File: src/rtl/posit_fault_pkg.sv
// posit_fault_pkg: shared status codes, FSM states and NaR helper for the posit fault responder.
package posit_fault_pkg;

    localparam logic [1:0] CLEAN         = 2'd0;
    localparam logic [1:0] FALSE_ALARM   = 2'd1;
    localparam logic [1:0] CORRECTED     = 2'd2;
    localparam logic [1:0] UNCORRECTABLE = 2'd3;

    typedef enum logic [1:0] {IDLE, ISSUE, WAIT, OUT} state_e;

    // NaR for an n-bit posit is a 1 followed by zeros; callers take the low n bits.
    function automatic logic [63:0] nar(input int unsigned n);
        return 64'd1 << (n - 1);
    endfunction

endpackage

File: src/rtl/sat_counter.sv
// sat_counter: W-bit event counter that sticks at all-ones instead of wrapping.
module sat_counter #(
    parameter int W = 16
) (
    input  logic         clk,
    input  logic         rst,
    input  logic         inc,
    output logic [W-1:0] count
);

    logic [W-1:0] count_q, count_d;

    always_comb count_d = (inc && !(&count_q)) ? count_q + W'(1) : count_q;

    always_ff @(posedge clk or posedge rst)
        if (rst) count_q <= '0;
        else     count_q <= count_d;

    assign count = count_q;

endmodule

File: src/rtl/posit_fault_responder.sv
// posit_fault_responder: re-executes faulted posit sums and majority-votes the result.
// Optional macro FAULT_TIMEOUT_EN adds a per-try recompute watchdog of TIMEOUT cycles.
module posit_fault_responder
    import posit_fault_pkg::*;
#(
    parameter int NBITS     = 32,
    parameter int MAX_TRIES = 3,
    parameter int CNT_W     = 16,
    parameter int TIMEOUT   = 64
) (
    input  logic             clk,
    input  logic             rst,
    input  logic             in_valid,
    output logic             in_ready,
    input  logic [NBITS-1:0] in_a,
    input  logic [NBITS-1:0] in_b,
    input  logic [NBITS-1:0] in_sum,
    input  logic             in_fault,
    output logic             rc_valid,
    input  logic             rc_ready,
    output logic [NBITS-1:0] rc_a,
    output logic [NBITS-1:0] rc_b,
    input  logic             rc_done,
    input  logic [NBITS-1:0] rc_sum,
    output logic             out_valid,
    input  logic             out_ready,
    output logic [NBITS-1:0] out_sum,
    output logic [1:0]       out_status,
    output logic [CNT_W-1:0] fault_cnt,
    output logic [CNT_W-1:0] uncorr_cnt
);

    localparam int TW = $clog2(MAX_TRIES + 1);
    localparam logic [TW-1:0] MAX_T = TW'(MAX_TRIES);
    localparam logic [TW-1:0] TWO   = TW'(2);

    state_e           state_q, state_d;
    logic [NBITS-1:0] a_q, a_d, b_q, b_d, orig_q, orig_d, r_prev_q, r_prev_d;
    logic [NBITS-1:0] out_sum_q, out_sum_d;
    logic [1:0]       out_status_q, out_status_d;
    logic [TW-1:0]    tries_q, tries_d;
    logic             fault_inc, uncorr_inc, tmo;

`ifdef FAULT_TIMEOUT_EN
    localparam int WDW = $clog2(TIMEOUT + 1);
    localparam logic [WDW-1:0] WD_LAST = WDW'(TIMEOUT - 1);
    logic [WDW-1:0] wd_q, wd_d;
    always_comb begin
        tmo  = state_q == WAIT && !rc_done && wd_q == WD_LAST;
        wd_d = state_q == WAIT ? wd_q + WDW'(1) : '0;
    end
    always_ff @(posedge clk or posedge rst)
        if (rst) wd_q <= '0;
        else     wd_q <= wd_d;
`else
    assign tmo = 1'b0;
`endif

    always_comb begin
        state_d      = state_q;
        a_d          = a_q;
        b_d          = b_q;
        orig_d       = orig_q;
        r_prev_d     = r_prev_q;
        out_sum_d    = out_sum_q;
        out_status_d = out_status_q;
        tries_d      = tries_q;
        fault_inc    = 1'b0;
        uncorr_inc   = 1'b0;
        case (state_q)
            IDLE: if (in_valid) begin
                a_d     = in_a;
                b_d     = in_b;
                orig_d  = in_sum;
                tries_d = '0;
                if (in_fault) begin
                    fault_inc = 1'b1;
                    state_d   = ISSUE;
                end else begin
                    out_sum_d    = in_sum;
                    out_status_d = CLEAN;
                    state_d      = OUT;
                end
            end
            ISSUE: if (rc_ready) begin
                tries_d = tries_q + TW'(1);
                state_d = WAIT;
            end
            WAIT: if (rc_done) begin
                // Agreement with the original sum means the checker fired spuriously.
                if (rc_sum == orig_q) begin
                    out_sum_d    = orig_q;
                    out_status_d = FALSE_ALARM;
                    state_d      = OUT;
                end else if (tries_q >= TWO && rc_sum == r_prev_q) begin
                    out_sum_d    = rc_sum;
                    out_status_d = CORRECTED;
                    state_d      = OUT;
                end else if (tries_q < MAX_T) begin
                    r_prev_d = rc_sum;
                    state_d  = ISSUE;
                end else begin
                    out_sum_d    = orig_q;
                    out_status_d = UNCORRECTABLE;
                    uncorr_inc   = 1'b1;
                    state_d      = OUT;
                end
            end else if (tmo) begin
                out_sum_d    = orig_q;
                out_status_d = UNCORRECTABLE;
                uncorr_inc   = 1'b1;
                state_d      = OUT;
            end
            OUT: if (out_ready) state_d = IDLE;
            default: state_d = IDLE;
        endcase
    end

    always_ff @(posedge clk or posedge rst)
        if (rst) begin
            state_q      <= IDLE;
            a_q          <= '0;
            b_q          <= '0;
            orig_q       <= '0;
            r_prev_q     <= '0;
            out_sum_q    <= '0;
            out_status_q <= CLEAN;
            tries_q      <= '0;
        end else begin
            state_q      <= state_d;
            a_q          <= a_d;
            b_q          <= b_d;
            orig_q       <= orig_d;
            r_prev_q     <= r_prev_d;
            out_sum_q    <= out_sum_d;
            out_status_q <= out_status_d;
            tries_q      <= tries_d;
        end

    sat_counter #(.W(CNT_W)) u_fault_cnt  (.clk(clk), .rst(rst), .inc(fault_inc),  .count(fault_cnt));
    sat_counter #(.W(CNT_W)) u_uncorr_cnt (.clk(clk), .rst(rst), .inc(uncorr_inc), .count(uncorr_cnt));

    assign in_ready   = state_q == IDLE && !rst;
    assign rc_valid   = state_q == ISSUE;
    assign rc_a       = a_q;
    assign rc_b       = b_q;
    assign out_valid  = state_q == OUT;
    assign out_sum    = out_sum_q;
    assign out_status = out_status_q;

endmodule

File: config.mk
export PLATFORM = sky130hd
export DESIGN_NAME = posit_fault_responder
export DESIGN_NICKNAME = d
export VERILOG_FILES = /design/src/rtl/posit_fault_pkg.sv /design/src/rtl/sat_counter.sv /design/src/rtl/posit_fault_responder.sv
export SDC_FILE = /design/constraint.sdc
export NUM_CORES = 1
export LEC_CHECK = 0
export ABC_AREA = 0
export ABC_CLOCK_PERIOD_IN_PS = 5200
export CAP_MARGIN = 20
export CORE_ASPECT_RATIO = 2
export CORE_MARGIN = 1
export CORE_UTILIZATION = 30
export CTS_BUF_LIST = sky130_fd_sc_hd__clkbuf_8
export CTS_CLUSTER_DIAMETER = 150
export CTS_CLUSTER_SIZE = 28
export DETAILED_ROUTE_END_ITERATION = 8
export PLACE_DENSITY = 0.61
export SYNTH_ARGS = -nofsm -noshare
export SYNTH_HDL_FRONTEND = slang
export SYNTH_HIERARCHICAL = 1
export SYNTH_SLANG_ARGS = --single-unit
File: constraint.sdc
create_clock -name clk -period 5.2 [get_ports clk]
set_input_delay 0.78 -clock clk [delete_from_list [all_inputs] [get_ports clk]]
set_output_delay 0.78 -clock clk [all_outputs]
set_load 0.02 [all_outputs]
==> flow_summary_export.csv <==
group,metric,value,unit
clock_tree,clkTransAtPathRegs,0.10,ns
clock_tree,cts_num_sinks,198,
clock_tree,cts_buffers,17,
logic_synthesis,synth_area_leaders,"dfrtp_1 52%, nand2_1 12%, xor2_1 7.1%, mux2i_1 3.6%, mux2_4 2.7%",
drt,antenna_left,0,
sta,finalCriticalPeriod,3.55,ns
sta,hold_violations,0,
logic_synthesis,yosysTopAreaCellShare,52.1,%
floorplanning,core-area,31000,um^2
sta,slew_headroom,38.2,%
global_route,groute.usage.overall,18.7,%
placement,hpwlAfterDp,21400,um
drt,wl_met2,16300,um
sta,worstMarginPinSlew,0.927,ns
drt,top_layer,"met5",
critical_path,startpoint_type,"input port",
global_route,grt_max_degree,127,
drt,drc,0,
clock_tree,post-cts-setup-buffers,0,
sta,rsz0062_at_grt,"no",
finish,fin_cells,1628,
critical_path,worst_ep_arrival_time,3.98,ns
drt,dr_total_vias,7726,
critical_path,critPathMaxFanout,6,
critical_path,path_class,"in2reg",
sta,tns,0,ns
sta,post-route-period-util,68.3,%
power_and_ir_drop,ir_worst_vdd,0.306,mV
floorplanning,start_util,30.7,%
clock_tree,clk_latency,0.50,ns
drt,vias_per_cell,4.75,
clock_tree,clockRootBuffer,"clkbuf_8",
floorplanning,die_w,128,um
sta,timing.final.ws_setup,1.65,ns
clock_tree,cts_tree,"done",
logic_synthesis,ys_warn_count,6,
logic_synthesis,synth.avg_cell_area,10.0,um^2
placement,pre_cts_slack,1.16,ns
sta,clock_skew,0.0183,ns
run_status,outcome,"complete, no violations",
clock_tree,hold_buffers,0,
drt,wl_per_cell,18.1,um
power_and_ir_drop,power.density,513,nW/um^2
logic_synthesis,async_flop_share,100,%
global_route,overflow,0,
clock_tree,cts-resized-gates,0,
logic_synthesis,yosysTopAreaCell,"dfrtp_1",
floorplanning,ioPinCount,268,
finish,drive_gt1_share,7.28,%
floorplanning,dieArea,32400,um^2
floorplanning,rows,91,
global_route,grt_pass1_wl,45400,um
drt,drt_iter0_drc,332,
logic_synthesis,synthesis.area,9510,um^2
critical_path,endpoint_kind,"register",
logic_synthesis,ys_types,50,
global_route,grt_antenna_before_repair,2,
logic_synthesis,synthFlopType,"dfrtp_1",
logic_synthesis,postSynthCellCount,951,
finish,area.growth.synth_to_final,36.6,%
critical_path,cp.required,5.63,ns
clock_tree,htree_levels,4,
global_route,grt_pass1_vias,8138,
logic_synthesis,syn-num-nets,1090,
sta,maxSlewViolCount,0,
drt,dr_wl_met3,1630,um
finish,final_area,13000,um^2
logic_synthesis,synth_edf_count,0,
logic_synthesis,synth_seq_area_share,52.1,%
placement,gp_routability_congestion,0.867,
logic_synthesis,synth_common_cells,"300 x nand2_1, 198 x dfrtp_1, 77 x xor2_1",
placement,place_area,12600,um^2
placement,placed_cells,1595,
clock_tree,cts_buffer_depth,2,
sta,max_freq,282,MHz
job,cap_violations,0,
logic_synthesis,synth-seq-cells,198,
floorplanning,die_h,254,um
placement,io_buffers,267,
drt,drt-total-wl,29400,um
hold_path,hp-class,"reg2reg",
drt,met1_length,10200,um
sta,finalSetupViolations,0,
drt,drtPass1Iterations,4,
finish,nets,1336,
power_and_ir_drop,leakagePower,5.96,nW
logic_synthesis,synth.most_common_cell,"nand2_1",
==> metrics by stage <==
| stage | util [%] | power [mW] | hold slack [ns] |
|---|---|---|---|
| after floorplan | - | 4.30 | 0.487 |
| after global placement | 40.6 | 5.62 | 0.457 |
| after detailed placement | 40.6 | 5.68 | 0.461 |
| after CTS | 41.8 | 6.74 | 0.487 |
| after global routing | 41.9 | 7.09 | 0.505 |
| final | 41.9 | 6.66 | 0.478 |
==> per-layer routing <==
layer,up-vias,global-route usage (%)
met5,-,0
met4,2,9.82
met3,52,5.28
met2,224,35.2
met1,3748,18.1
li1,3700,-
==> critical path: stages <==
cell	delay [ns]
clkdlybuf4s50_1	0.63
xor2_1	0.43
nor4_1	0.18
nand4_1	0.16
nor2_2	0.09
nor3_1	0.64
and3_1	0.29
nand4_1	0.22
nor4_1	0.37
xor2_1	0.18
==> worst paths after layout <==
check,startpoint,end,slack (ns),depth (start not counted)
min reg2reg,rc_b[8],rc_b[8],0.48,2
max in group asynchronous,rst,rc_a[18],3.68,3
min,rc_b[8],rc_b[8],0.48,2
max reg2reg,orig_q[12],u_uncorr_cnt/count[13],2.18,9
min in group asynchronous,rst,u_fault_cnt/count[3],0.83,2
max,rc_sum[12],u_uncorr_cnt/count[13],1.65,10
==> layout make-up <==
type / count / area, um^2
Fill cell: 3089 / 18000
Sequential cell: 198 / 4950
Multi-Input combinational cell: 695 / 4300
Timing Repair Buffer: 276 / 2770
Tap cell: 418 / 523
Clock buffer: 19 / 262
Clock inverter: 12 / 130
Inverter: 9 / 37.5
Antenna cell: 1 / 2.50
==> logic make-up (layout without fill, tap and decap cells) <==
logic type,count (synthesis),count (layout),share of synthesized area [%]
compound gates,52,52,4.01
xor+xnor,90,90,8.29
fa+ha+maj,4,4,0.526
buf+inv,58,316,2.95
flops,198,198,52.1
mux,70,70,8.52
other cells,0,1,0
simple gates,479,479,23.6
==> flip-flops by register name (all words and copies together) (netlist names) <==
signal and flops:
u_fault_cnt/count 16, rc_a 32, out_sum 32, rc_b 32
out_status 2, orig_q 32, u_uncorr_cnt/count 16, state_q 2
r_prev_q 32, tries_q 2
==> where the power goes <==
part	internal, mW	total [mW]	switching (mW)
logic	1.40	2.99	1.59
registers	2.17	2.64	0.474
clock network	0.448	1.02	0.576
==> layout by cell type, fill, tap and decap left out, types with 16 or more instances in the layout <==
cell type and instances:
nand2_1 299, clkdlybuf4s50_1 267, o211ai_1 33, mux2_4 17, nand3_1 48, clkbuf_8 19, nand4_1 16, nand3b_1 33
xor2_1 77, nor4_1 25, dfrtp_1 198, mux2i_1 34, mux2_2 18
(Power assumes the default switching activity.)
